[src/rtl/persiana_pkg.sv]
// Shared definitions for the blind-mechanism emulator and the FSM side that drives it.
`default_nettype none
package persiana_pkg;

  typedef enum logic [1:0] {
    IDLE  = 2'd0,
    UP    = 2'd1,
    DOWN  = 2'd2,
    FAULT = 2'd3
  } state_t;

  localparam int POS_MAX_DEF  = 12;
  localparam int POS_MID_DEF  = 6;
  localparam int STEP_DIV_DEF = 4;

endpackage
`default_nettype wire

[src/rtl/persiana_divisor.sv]
// Prescaler: emits one step pulse every STEP_DIV step_en strobes while not cleared.
`default_nettype none
module persiana_divisor #(
  parameter int STEP_DIV = 4
) (
  input  logic clk,
  input  logic reset_n,
  input  logic step_en,
  input  logic clear,
  output logic step
);

  localparam int CNT_W = (STEP_DIV > 1) ? $clog2(STEP_DIV) : 1;
  localparam logic [CNT_W-1:0] CNT_LAST = CNT_W'(STEP_DIV - 1);

  logic [CNT_W-1:0] div_cnt;

  assign step = step_en & ~clear & (div_cnt == CNT_LAST);

  always_ff @(posedge clk or negedge reset_n) begin
    if (!reset_n) begin
      div_cnt <= '0;
    end else if (clear) begin
      div_cnt <= '0;
    end else if (step_en) begin
      div_cnt <= (div_cnt == CNT_LAST) ? '0 : div_cnt + CNT_W'(1);
    end
  end

endmodule
`default_nettype wire

[src/rtl/persiana_planta.sv]
// Motorised blind emulator: turns subir/bajar motor commands into position and limit sensors.
`default_nettype none
module persiana_planta
  import persiana_pkg::*;
#(
  parameter int POS_W    = 4,
  parameter int POS_MAX  = POS_MAX_DEF,
  parameter int POS_MID  = POS_MID_DEF,
  parameter int STEP_DIV = STEP_DIV_DEF,
  parameter int INIT_POS = 0
) (
  input  logic             clk,
  input  logic             reset_n,
  input  logic             step_en,
  input  logic             subir,
  input  logic             bajar,
  output logic             Ssup,
  output logic             Smed,
  output logic             Sinf,
  output logic [POS_W-1:0] pos,
  output logic [1:0]       moving,
  output logic             stall,
  output logic             fault
);

  localparam logic [POS_W-1:0] POS_TOP = POS_W'(POS_MAX);
  localparam logic [POS_W-1:0] POS_CEN = POS_W'(POS_MID);
  localparam logic [POS_W-1:0] POS_INI = POS_W'(INIT_POS);

  state_t state;
  logic   travel;
  logic   step;

  assign travel = (state == UP) || (state == DOWN);
  assign stall  = ((state == UP) && (pos == POS_TOP)) || ((state == DOWN) && (pos == '0));
  assign moving = {(state == UP) & ~stall, (state == DOWN) & ~stall};
  assign fault  = (state == FAULT);
  assign Ssup   = (pos == POS_TOP);
  assign Smed   = (pos == POS_CEN);
  assign Sinf   = (pos == '0);

  // Counter is only live while travelling freely; entry into UP/DOWN is always from IDLE, so it starts at 0.
  persiana_divisor #(
    .STEP_DIV (STEP_DIV)
  ) u_divisor (
    .clk     (clk),
    .reset_n (reset_n),
    .step_en (step_en),
    .clear   (~travel | stall),
    .step    (step)
  );

  always_ff @(posedge clk or negedge reset_n) begin
    if (!reset_n) begin
      state <= IDLE;
      pos   <= POS_INI;
    end else begin
      case (state)
        IDLE: begin
          if (subir && bajar)  state <= FAULT;
          else if (subir)      state <= UP;
          else if (bajar)      state <= DOWN;
        end
        UP: begin
          if (subir && bajar)  state <= FAULT;
          else if (!subir)     state <= IDLE;
        end
        DOWN: begin
          if (subir && bajar)  state <= FAULT;
          else if (!bajar)     state <= IDLE;
        end
        default: begin
          if (!subir && !bajar) state <= IDLE;
        end
      endcase

      if (step) begin
        pos <= (state == UP) ? pos + POS_W'(1) : pos - POS_W'(1);
      end
    end
  end

endmodule
`default_nettype wire

[config.mk]
export PLATFORM = sky130hd
export DESIGN_NAME = persiana_planta
export DESIGN_NICKNAME = d
export VERILOG_FILES = /design/src/rtl/persiana_pkg.sv /design/src/rtl/persiana_divisor.sv /design/src/rtl/persiana_planta.sv
export SDC_FILE = /design/constraint.sdc
export NUM_CORES = 1
export LEC_CHECK = 0
export CAP_MARGIN = 5
export CORE_AREA = 2 2 39 41
export CTS_BUF_LIST = sky130_fd_sc_hd__clkbuf_8
export CTS_CLUSTER_DIAMETER = 150
export DETAILED_ROUTE_END_ITERATION = 16
export DIE_AREA = 0 0 41 43
export PLACE_DENSITY = 0.77
export SYNTH_ARGS = -nofsm -noshare
export SYNTH_HDL_FRONTEND = slang
export SYNTH_SLANG_ARGS = --single-unit
[constraint.sdc]
create_clock -name clk -period 3.8 [get_ports clk]
set_input_delay 0.38 -clock clk [delete_from_list [all_inputs] [get_ports clk]]
set_output_delay 0.38 -clock clk [all_outputs]
set_load 0.01 [all_outputs]
==> impl_summary.md <==
Run status
The flow ran to the end, and the final reports show no timing, DRC or antenna violations.

Die
After floorplanning, the core was sized to cover 1380 um2. The site row count is 14. The initial core utilization is 44.8%. The area of the die is 1760 um2. The number of placed I/O pins is 16.

The chip width is 41 um. The vertical die dimension is 43 um.

Routing
After detailed routing, the number of remaining DRC violations is 0. The total length of routed met2 wires is 578 um. Once detail routing completed, the nets flagged for antenna violations numbered 0. The met3 wire length is 33 um. Before antenna repair, the detailed router went through 3 iterations. The highest layer used for signal routing is met4. The final route contains 492 vias. The ratio of routed vias to standard cells is 5.23. The routed length per instance is 12.5 um. The number of violations reported at the end of detailed-routing iteration 0 is 5. In the final routing, the length of wire on met1 measures 538 um. The final layout contains routed wiring with a total length of 1170 um.

Synth
Ranked by instance count, the synthesized netlist is headed by dfrtp_1 (8), nor2_1 (8), ha_1 (7). The most used flip-flop cell after synthesis is dfrtp_1. After synthesis the cells add up to 619 um2. For this run, asynchronously set or reset flops after synthesis account for 100%.

The cell type contributing the most total cell area after synthesis is dfrtp_1. The number of cells produced by synthesis is 60. The post-synthesis net count is 73. The number of synthesized flops with an enable pin is 0.

The synthesized design devotes to its leading area cell type 32.3% of total area. The Yosys step of the flow raised 0 warnings. The register bit total from synthesis is 8. The mean cell area of the mapped netlist is 10.3 um2. By area the synthesized netlist is led by dfrtp_1 (32%), ha_1 (14%), mux2i_1 (4.8%).

The post-synthesis sequential area ratio is 32.3%. The synthesized netlist contains 26 unique library cells.

Flow run
The max-capacitance violation count is 0.

Placed design
The congestion estimate from routability-driven global placement came to 0.726. After detailed placement, the total cell area comes to 790 um2. During placement, the flow inserted port buffers numbering 15. After legalization and detailed placement, the total HPWL measured 922 um.

OpenSTA, run right after detailed placement, puts the worst setup slack at 1.65 ns. Once placement completed, the tool counted placed cells totaling 91.

Timing
Setup repair after global routing left no endpoint under its margin. For the pin with the worst max-slew slack, the measured transition is 0.341 ns. The sum of negative setup slack is 0 ns. The number of hold-slack violations in the final timing report is 0. The top achievable clock speed is 419 MHz. The number of failing setup endpoints in the final timing report is 0. For the final database, setup skew stands at 0.00254 ns. Headroom to the max-slew limit came out at 77.2%. The tightest hold path in the finished design has a slack of 0.422 ns. For the finished layout, the period the worst path requires is 2.39 ns. The max-slew violation total from the final report is 0. The least setup slack across all paths after layout is 1.41 ns.

Dividing the final minimum period by the clock period gives 62.8%.

Clocking
After clock tree synthesis, the flow added hold-fix buffers numbering 0. The cell at the root of the clock tree is clkbuf_8. In this run the deepest clock path goes through 2 buffers. The number of gates resized after CTS is 0. After clock tree synthesis, the clock-pin slew on the worst setup and hold paths is 0.04 ns.

After clock tree synthesis, the setup repair step added 0 buffers. The worst-skew pair later-pin latency is 0.23 ns. The number of levels the H-tree was split into is 1.

The TritonCTS buffer count is 3. The number of sinks handled by clock tree synthesis is 8. TritonCTS built the clock tree.

Cells and area
The antenna diode count is 0. Fill cells in the final layout number 125. Of the cells placed in the final design, the portion with a size suffix greater than 1 is 16.7%. The number of standard cells in the final layout excluding fillers is 94. The number of nets in the finished design is 93. The area of all placed cells without fillers is 831 um2. Compared with the post-synthesis result, the final layout area differs by 34.1%.

Global routing
Global routing finished with a remaining overflow of 0. The pin count of the biggest net entering global routing is 9. The first global-routing pass estimated 1850 um of wire. The initial antenna violation count is 0.

Global routing used 15.2% of the available tracks. The via count of the first global-routing pass is 482.

Worst setup path
The kind of start point of the critical path is a flip-flop. The arrival time of the worst setup path is 2.01 ns. The required arrival time at the worst endpoint is 3.42 ns. The highest net fanout along the worst path is 5. The worst setup path is captured at an output pin.

The setup path with the least slack is of type reg -> out.

Power
The maximum resistive drop on vdd is 0.435 mV. In this run the static leakage power is 0.390 nW. Power spread over the standard cell area amounts to 802 nW/um2.

Min path
The worst hold path belongs to the class in -> async.
layer usage:
metal / vias to the layer above / global-route usage (%)
li1: 249 / -
met1: 231 / 20.2
met2: 9 / 24.1
met3: 3 / 1.57
met4: 0 / 6.00
met5: - / 0
final cells by class:
| type | instances | area [um2] | share of cell area (%) |
|---|---|---|---|
| Inverter | 5 | 18.8 | 2.26 |
| Timing Repair Buffer | 15 | 150 | 18.1 |
| Sequential cell | 8 | 200 | 24.1 |
| Multi-Input combinational cell | 47 | 400 | 48.2 |
| Clock buffer | 3 | 41.3 | 4.97 |
| Tap cell | 16 | 20.0 | 2.41 |
placed cells by master, fill, tap and decap left out, drive strengths merged:
cell type / instances
xor2: 1
o22ai: 1
clkbuf: 3
nor3: 2
nor2: 8
mux2i: 3
and3: 4
mux2: 4
fa: 1
inv: 5
ha: 7
nor4: 1
o211ai: 1
dfrtp: 8
xnor2: 2
a21oi: 5
o21ai: 1
nand3: 1
nor3b: 1
clkdlybuf4s50: 15
and4bb: 1
nand2: 2
and2: 1
flip-flops by register name (all words and copies together), names as in the netlist:
register / count
u_divisor.div_cnt: 2
pos: 4
state: 2
critical path: stages (launching register included):
cell             delay, ns
dfrtp_1               0.39
inv_1                 0.08
ha_1                  0.23
nor3b_2               0.18
o21ai_4               0.22
and2_1                0.16
clkdlybuf4s50_1       0.52
logic make-up after synthesis:
logic type               Yosys count  share of synthesized area [%]
buffers and inverters              5                           3.03
AO/OA/AOI/OAI                      8                           8.89
multiplexers                       7                           13.3
adder cells (fa/ha/maj)            8                           17.4
AND/OR/NAND/NOR                   21                           20.8
XOR/XNOR                           3                           4.24
flip-flops                         8                           32.3
worst paths after layout:
path	slack (ns)	cells after the start	to	startpoint
min	0.42	1	pos[0]$_DFFE_PN0P_	reset_n
min in group clk	0.54	2	u_divisor.div_cnt[1]$_DFFE_PN0P_	u_divisor.div_cnt[1]$_DFFE_PN0P_
max	1.41	6	moving[0]	state[0]$_DFFE_PN0P_
min reg2reg	0.54	2	u_divisor.div_cnt[1]$_DFFE_PN0P_	u_divisor.div_cnt[1]$_DFFE_PN0P_
max reg2reg	1.92	8	pos[3]$_DFFE_PN0P_	state[1]$_DFFE_PN0P_
max in group asynchronous	3.13	1	state[0]$_DFFE_PN0P_	reset_n
power by group:
| group | leakage (nW) | switching, mW | total [mW] | internal (mW) |
|---|---|---|---|---|
| Clock | 0.0216 | 0.0334 | 0.102 | 0.0686 |
| Combinational | 0.261 | 0.188 | 0.398 | 0.210 |
| Sequential | 0.108 | 0.0495 | 0.166 | 0.117 |
| Total | 0.390 | 0.271 | 0.667 | 0.396 |
stage by stage:
step,total power [mW],utilization [%]
after floorplan,0.413,-
after global placement,0.556,57.1
after detailed placement,0.569,57.1
after CTS,0.672,60.0
after global routing,0.714,60.0
final,0.667,60.0
(Power assumes the default switching activity.)
